<file path="config.mk">
export PLATFORM = sky130hd
export DESIGN_NAME = sync_loop_ctrl
export DESIGN_NICKNAME = d
export VERILOG_FILES = /design/src/rtl/sync_loop_ctrl.sv
export SDC_FILE = /design/constraint.sdc
export NUM_CORES = 1
export LEC_CHECK = 0
export CORE_UTILIZATION = 60
export CTS_CLUSTER_DIAMETER = 30
export DETAILED_ROUTE_END_ITERATION = 16
export GPL_TIMING_DRIVEN = 0
export PLACE_DENSITY_LB_ADDON = 0.05
export SLEW_MARGIN = 40
export SYNTH_ARGS = -nofsm -noshare
export SYNTH_HDL_FRONTEND = slang
export SYNTH_SLANG_ARGS = --single-unit
</file>
<file path="constraint.sdc">
create_clock -name clk -period 20.6 [get_ports clk]
set_input_delay 5.15 -clock clk [delete_from_list [all_inputs] [get_ports clk]]
set_output_delay 5.15 -clock clk [all_outputs]
set_load 0.05 [all_outputs]
</file>
<file path="src/rtl/sync_loop_ctrl.sv">
// Symbol-timing loop sequencer: runs the loop through clear, acquisition and tracking, and declares or drops lock from the averaged error magnitude.
// All outputs are registered and change one edge after the qualifying input. There is no backpressure: every input is sampled on every cycle.
module sync_loop_ctrl #(
    parameter int SYM_WIDTH    = 1,
    parameter int INT_WIDTH    = 1,
    parameter int DEC_WIDTH    = 14,
    parameter int ACQ_SYMS     = 64,
    parameter int LOCK_THRESH  = 'h0400,
    parameter int LOCK_COUNT   = 32,
    parameter int UNLOCK_COUNT = 16,
    parameter int AVG_SHIFT    = 3,
    parameter int KP_ACQ       = 2,
    parameter int KI_ACQ       = 6,
    parameter int KP_TRK       = 5,
    parameter int KI_TRK       = 10
) (
    input  logic                                     clk,
    input  logic                                     rst,
    input  logic                                     enable,
    input  logic                                     mk,
    input  logic                                     err_valid,
    input  logic [SYM_WIDTH+INT_WIDTH+DEC_WIDTH-1:0] err_data,
    output logic                                     loop_clr,
    output logic [3:0]                               kp_shift,
    output logic [3:0]                               ki_shift,
    output logic [2:0]                               state,
    output logic                                     locked,
    output logic                                     lost_lock,
    output logic [SYM_WIDTH+INT_WIDTH+DEC_WIDTH-1:0] err_avg
);
    localparam int W          = SYM_WIDTH + INT_WIDTH + DEC_WIDTH;
    localparam int CNT_W      = 16;
    localparam int CLR_CYCLES = 4;

    typedef enum logic [2:0] {
        S_IDLE    = 3'd0,
        S_CLEAR   = 3'd1,
        S_ACQUIRE = 3'd2,
        S_TRACK   = 3'd3,
        S_LOCKED  = 3'd4
    } state_t;

    state_t              r_state;
    logic [CNT_W-1:0]    r_cnt;
    logic [W-1:0]        r_avg;
    logic                r_loop_clr;
    logic                r_locked;
    logic                r_lost_lock;
    logic [3:0]          r_kp;
    logic [3:0]          r_ki;

    state_t              w_next;
    logic [CNT_W-1:0]    w_cnt_inc;
    logic [CNT_W-1:0]    w_cnt_next;
    logic                w_lost;
    logic                w_good;
    logic [W-1:0]        w_abs;
    logic [W-1:0]        w_avg_upd;
    logic [W-1:0]        w_avg_next;
    logic signed [W+1:0] w_diff;
    logic signed [W+1:0] w_step;
    logic signed [W+1:0] w_sum;

    // Two guard bits keep the difference and sum exact before clamping.
    always_comb begin
        if (err_data == {1'b1, {(W-1){1'b0}}}) begin
            w_abs = {1'b0, {(W-1){1'b1}}};
        end else if (err_data[W-1]) begin
            w_abs = -err_data;
        end else begin
            w_abs = err_data;
        end
        w_diff = $signed({2'b00, w_abs}) - $signed({2'b00, r_avg});
        w_step = w_diff >>> AVG_SHIFT;
        w_sum  = $signed({2'b00, r_avg}) + w_step;
        if (w_sum[W+1]) begin
            w_avg_upd = '0;
        end else if (w_sum[W] || w_sum[W-1]) begin
            w_avg_upd = {1'b0, {(W-1){1'b1}}};
        end else begin
            w_avg_upd = {1'b0, w_sum[W-2:0]};
        end
        if (!enable || r_state == S_IDLE || r_state == S_CLEAR) begin
            w_avg_next = '0;
        end else if (err_valid) begin
            w_avg_next = w_avg_upd;
        end else begin
            w_avg_next = r_avg;
        end
    end

    assign w_good    = (r_avg < W'(LOCK_THRESH));
    assign w_cnt_inc = (&r_cnt) ? r_cnt : r_cnt + 1'b1;

    always_comb begin
        w_next     = r_state;
        w_cnt_next = r_cnt;
        w_lost     = 1'b0;
        case (r_state)
            S_IDLE: w_next = S_CLEAR;
            S_CLEAR: begin
                w_cnt_next = w_cnt_inc;
                if (w_cnt_inc >= CNT_W'(CLR_CYCLES)) w_next = S_ACQUIRE;
            end
            S_ACQUIRE: begin
                if (mk) begin
                    w_cnt_next = w_cnt_inc;
                    if (w_cnt_inc >= CNT_W'(ACQ_SYMS)) w_next = S_TRACK;
                end
            end
            S_TRACK: begin
                if (err_valid) begin
                    if (w_good) begin
                        w_cnt_next = w_cnt_inc;
                        if (w_cnt_inc >= CNT_W'(LOCK_COUNT)) w_next = S_LOCKED;
                    end else begin
                        w_cnt_next = '0;
                    end
                end
            end
            S_LOCKED: begin
                if (err_valid) begin
                    if (!w_good) begin
                        w_cnt_next = w_cnt_inc;
                        if (w_cnt_inc >= CNT_W'(UNLOCK_COUNT)) begin
                            w_next = S_CLEAR;
                            w_lost = 1'b1;
                        end
                    end else begin
                        w_cnt_next = '0;
                    end
                end
            end
            default: w_next = S_IDLE;
        endcase
        // The shared counter restarts on every state change; a dropped enable wins over everything.
        if (!enable) begin
            w_next = S_IDLE;
            w_lost = 1'b0;
        end
        if (w_next != r_state) w_cnt_next = '0;
    end

    always_ff @(posedge clk) begin
        if (rst) begin
            r_state     <= S_IDLE;
            r_cnt       <= '0;
            r_avg       <= '0;
            r_loop_clr  <= 1'b0;
            r_locked    <= 1'b0;
            r_lost_lock <= 1'b0;
            r_kp        <= 4'(KP_ACQ);
            r_ki        <= 4'(KI_ACQ);
        end else begin
            r_state     <= w_next;
            r_cnt       <= w_cnt_next;
            r_avg       <= w_avg_next;
            r_loop_clr  <= (w_next == S_CLEAR);
            r_locked    <= (w_next == S_LOCKED);
            r_lost_lock <= w_lost;
            r_kp        <= (w_next == S_TRACK || w_next == S_LOCKED) ? 4'(KP_TRK) : 4'(KP_ACQ);
            r_ki        <= (w_next == S_TRACK || w_next == S_LOCKED) ? 4'(KI_TRK) : 4'(KI_ACQ);
        end
    end

    assign state     = r_state;
    assign loop_clr  = r_loop_clr;
    assign locked    = r_locked;
    assign lost_lock = r_lost_lock;
    assign kp_shift  = r_kp;
    assign ki_shift  = r_ki;
    assign err_avg   = r_avg;

endmodule

</file>
# Word-level counts from Yosys, hierarchy flattened
# Cells that the tools add are included.
[totals]
ff_bits = 46
wordCells = 69
out_inout_bits = 30
[classes]
add_sub_neg = 4
bitwise_logic = 3
mux = 25
eq_ne = 12
n_reduce_logical = 12
magnitude_cmp = 5
[op_table]
columns = ["operator", "n"]
rows = [
  ["16-bit two-way mux", 8],
  ["16-bit one-hot mux with 4 select lines", 1],
  ["3-bit two-way mux", 11],
  ["15-bit two-way mux", 2],
  ["17-bit by 14-bit adder with 18-bit output", 1],
  ["16-bit by 16-bit subtractor with 17-bit output", 1],
  ["16-bit by 1-bit adder with 16-bit output, second input constant", 1],
  ["16-bit equality test, second input constant", 1],
  ["16-bit by 3-bit greater-or-equal comparator with 1-bit output, second input constant", 1],
  ["16-bit by 5-bit greater-or-equal comparator with 1-bit output, second input constant", 1],
  ["16-bit by 6-bit greater-or-equal comparator with 1-bit output, second input constant", 1],
  ["16-bit by 7-bit greater-or-equal comparator with 1-bit output, second input constant", 1],
  ["16-bit by 11-bit less-than comparator with 1-bit output, second input constant", 1],
  ["16-bit negation", 1],
  ["16-bit AND reduction", 1],
  ["3-bit one-hot mux with 5 select lines", 1],
  ["3-bit by 2-bit equality test with 1-bit output, second input constant", 3],
  ["3-bit by 1-bit equality test with 1-bit output, second input constant", 2],
  ["3-bit equality test, second input constant", 2],
  ["2-bit inequality test, second input constant", 3],
  ["5-bit OR reduction", 1],
  ["1-bit logical OR", 4],
  ["4-bit two-way mux", 1],
  ["4-bit AND reduction", 1],
  ["7 further kinds", 10],
]

# Longest topological paths before layout
[logic_depth]
ltp_word = 11
mapped_depth = 25
ltp_nobuf = 23

# Worst setup path before layout
# Ideal clock, no wire load.
[synth_path]
path_kind = "input-to-reg"
from = "input port err_data[9]"
to = "register r_avg[13], in the netlist err_avg[13]"
path_stages = 22
required_ns = 20.467
arrival_time_ns = 9.913
setup_slack_ns = 10.554
cell_sequence = "or4_1 -> nor2_1 -> nand3_1 -> clkbuf_1 -> nand2_1 -> ha_1 -> a21o_1 -> a21o_1 -> a22oi_1 -> o211ai_1 -> a41o_1 -> nor2b_1 -> a211oi_1 -> o21bai_1 -> ha_1 -> a2111o_1 -> o21ai_0 -> o21ai_0 -> or3_1 -> buf_2 -> nand2_1 -> a31oi_1"
[synth_via]
elab_chain_len = 8
word_cells_on_any_way = 9
[synth_rtl]
columns = ["item", "line", "text"]
rows = [
  ["from (decl)", "22", "input logic [SYM_WIDTH+INT_WIDTH+DEC_WIDTH-1:0] err_data,"],
  ["16-bit negation", "69", "w_abs = -err_data;"],
  ["16-bit two-way mux", "68", "end else if (err_data[W-1]) begin"],
  ["16-bit two-way mux (*)", "66", "if (err_data == {1'b1, {(W-1){1'b0}}}) begin"],
  ["16-bit by 16-bit subtractor with 17-bit output (*)", "73", "w_diff = $signed({2'b00, w_abs}) - $signed({2'b00, r_avg});"],
  ["17-bit by 14-bit adder with 18-bit output (*)", "75", "w_sum = $signed({2'b00, r_avg}) + w_step;"],
  ["1-bit logical OR", "78", "end else if (w_sum[W] || w_sum[W-1]) begin"],
  ["15-bit two-way mux", "78", ""],
  ["15-bit two-way mux (*)", "76", "if (w_sum[W+1]) begin"],
  ["to (signal assigned)", "157", "r_avg <= w_avg_next;"],
  ["to (decl)", "45", "logic [W-1:0] r_avg;"],
]
# Every way passes the cells marked *; elsewhere a longest branch is shown, timed or not.
# A chain may end at the register's enable or synchronous reset.

# Worst setup path in the final report
[layout_path]
from = "input port err_data[3]"
to = "register r_avg[7], in the netlist err_avg[7]"
# The elaborated chain is that of the path after synthesis.

==> out/results.tsv <==
metric	value	unit
CP startpoint kind	primary input	
Overflow after GRT	0	
unrepaired setup endpoints after global routing	false	
Final Hold Fails	0	
Combinational Power Share	0.302	
TNS Setup	0	ns
GPL Wtd Cong	0.906	
synthesized instance count	568	
Mapped Avg Cell Area	7.47	um^2
Synth Flop Type	dfxtp_1	
slowest CP cell	clkdlybuf4s50_1	
count of cell types in the netlist	72	
htree depth	2	
LEAKAGE	0.00195	uW
clock network fraction of design power	0.355	
overall routed net length	11000	um
I/O pins	51	
CTS tree	yes	
Port Buffers	46	
#FFs+latches synth	39	
Yosys top cell area share	0.184	
worst skew pair latency	0.30	ns
Synth area leaders	dfxtp_1 18%, ha_1 9.7%, a21oi_1 6.5%	
commonest non-fill, non-tap cell in the layout	a21oi_1	
Core ar.	6830	um^2
# hold bufs at CTS	0	
CTS clk-pin slew, worst paths	0.08	ns
HP Class	reg2reg	
crit path kind	in2reg	
clk_skew	0.00839	ns
CTS buffer count	5	
vias in the first global route	4189	
share of flip-flops with an asynchronous set or reset	0	
first-pass GRT wire length	18700	um
antenna violations before repair	0	
arrival time at the worst endpoint	11.26	ns
Die Span Y	86.1	um
GRT Total Usage	0.309	
measured slew at the worst slew-check pin	0.728	ns
Power per Cell Area	44.5	nW/um^2
maxcap violations	0	
Ant. Diodes	0	
cell taking the most area after synthesis	dfxtp_1	
filler cell count	580	
Fmax	0.0902	GHz
PostCTS Resize Cnt	0	
Critical Path Sink Type	flop	
postcts setup bufs	0	
Final ANT Viol Nets	0	
final slew viol count	0	
Sw Ratio	0.312	
First-pass DRT Iterations	5	
vias per cell	6.09	
DRC violations left	0	
largest net degree at the start of global routing	14	
number of flops mapped to enable cells by yosys	0	
worst-path cell chain	clkdlybuf4s50_1 > or3_1 > nor3b_1 > nand3_1 > clkbuf_1 > nand2_1 > ha_1 > a21o_1 > a21o_1 > a22oi_1 > o211ai_1 > a41o_1 > nor2b_1 > a211oi_1 > o21bai_1 > ha_1 > a2111o_1 > o21ai_0 > o21ai_0 > or3_1 > buf_2 > nand2_1 > a31oi_1	
hpwl dp	8610	um
die width	86.1	um
via count	4387	
P&R area growth vs syn	17.1	%
outcome	finished clean	
Synth Warn #	0	
Initial DRC Count	212	
Worst Path Required	20.77	ns
Crit Path Max Fanout	10	
CTS root buf	clkbuf_8	
nets	678	
Period Utilization, post-route	0.538	
overall power	221	uW
Slew headroom	0.510	
worst reg2reg setup slack	15.72	ns
clock buffer depth	2	
Starting Density	0.621	
die area	7410	um^2
wire length per cell	15.2	um
Seq pwr share	0.343	
Synth Cell Area	4240	um^2
Final min period	11.09	ns
layout cells sized above 1	0.0785	
setup violators final	0	
commonest cells after routing, fill and taps aside	55 x a21oi_1, 46 x clkdlybuf4s50_1, 45 x o21ai_0	
Clock Sink Count	39	
sequential share of the synthesized area	0.184	
standard-cell rows	30	
Max VDD drop	28.1	uV
Internal	152	uW
crit-path max cell delay	0.45	ns
sw power	69.1	uW
-- cell type report --
| class | instances | area, um^2 | area share |
|---|---|---|---|
| well taps | 96 | 120 | 0.0242 |
| clock buffers | 5 | 68.8 | 0.0139 |
| multi-input cells | 472 | 3190 | 0.643 |
| clock inverters | 3 | 67.6 | 0.0136 |
| repair buffers | 46 | 460 | 0.0927 |
| inverters | 26 | 97.6 | 0.0196 |
| flip-flops and latches | 39 | 781 | 0.157 |
| plain buffers | 33 | 179 | 0.0360 |
-- sequential cells by signal, summed over array words and instances (netlist names) --
name and cells:
err_avg 15, kp_shift 2, locked 1, loop_clr 1, lost_lock 1, r_cnt 16
state 3
-- per-layer routing --
metal,vias up,GRT usage,share of wire
li1,2215,-,-
met5,-,0,0
met1,2002,0.357,0.42
met3,23,0.0395,0.050
met4,0,0.103,0.024
met2,147,0.583,0.51
-- power groups by stage --
stage                     logic, uW  clock network (uW)  registers [uW]
final                          66.9                78.5            75.8
after detailed placement       66.2                   0            77.6
after floorplan                48.9                   0            78.4
after global placement         64.1                   0            77.6
after CTS                      66.5                77.9            75.8
after global routing           75.2                81.2            75.9
-- synthesized netlist by cell type (all sizes together), types with 12 or more instances --
cell	count
ha	33
buf	18
xnor2	13
inv	26
nor2	37
clkbuf	15
nand2	45
a31oi	15
xor2	19
a21o	13
o21ai	45
a211oi	15
nand3	19
dfxtp	39
nand2b	12
a21oi	57
-- per-stage QoR --
step	hold WS (ns)	cell area, um^2	worst slack [ns]	util	cells
final	0.547	4970	9.51	0.727	720
after global routing	0.571	4970	9.04	0.727	720
after CTS	0.547	4970	9.52	0.727	720
after detailed placement	0.541	4830	9.22	0.707	712
after global placement	0.518	4830	9.33	0.707	712
after floorplan	0.566	4250	10.55	-	570
-- critical path: cells and delay by family --
kind                     cells  cell delay, ns
AND/OR/NAND/NOR              7            2.01
AO/OA/AOI/OAI               11            2.56
buffers and inverters        3            0.87
adder cells (fa/ha/maj)      2            0.65
-- kinds of logic (layout without fill, tap and decap cells) --
group,after synthesis,count (layout),synth area share
adder cells (fa/ha/maj),34,34,0.102
multiplexers,5,5,0.0130
other,2,4,0.00177
flip-flops,39,39,0.184
buffers and inverters,59,113,0.0651
AO/OA/AOI/OAI,210,210,0.330
XOR/XNOR,32,32,0.0660
AND/OR/NAND/NOR,187,187,0.238
-- path summary, 6_finish.rpt --
check	start	endpoint	depth (start not counted)
setup / recovery	err_data[3]	err_avg[7]$_SDFFE_PP0P_	23
hold / removal	err_avg[9]$_SDFFE_PP0P_	err_avg[9]$_SDFFE_PP0P_	2
setup reg to reg	err_avg[5]$_SDFFE_PP0P_	err_avg[7]$_SDFFE_PP0P_	18
hold reg to reg	err_avg[9]$_SDFFE_PP0P_	err_avg[9]$_SDFFE_PP0P_	2
Power figures use the tool's default switching activity.
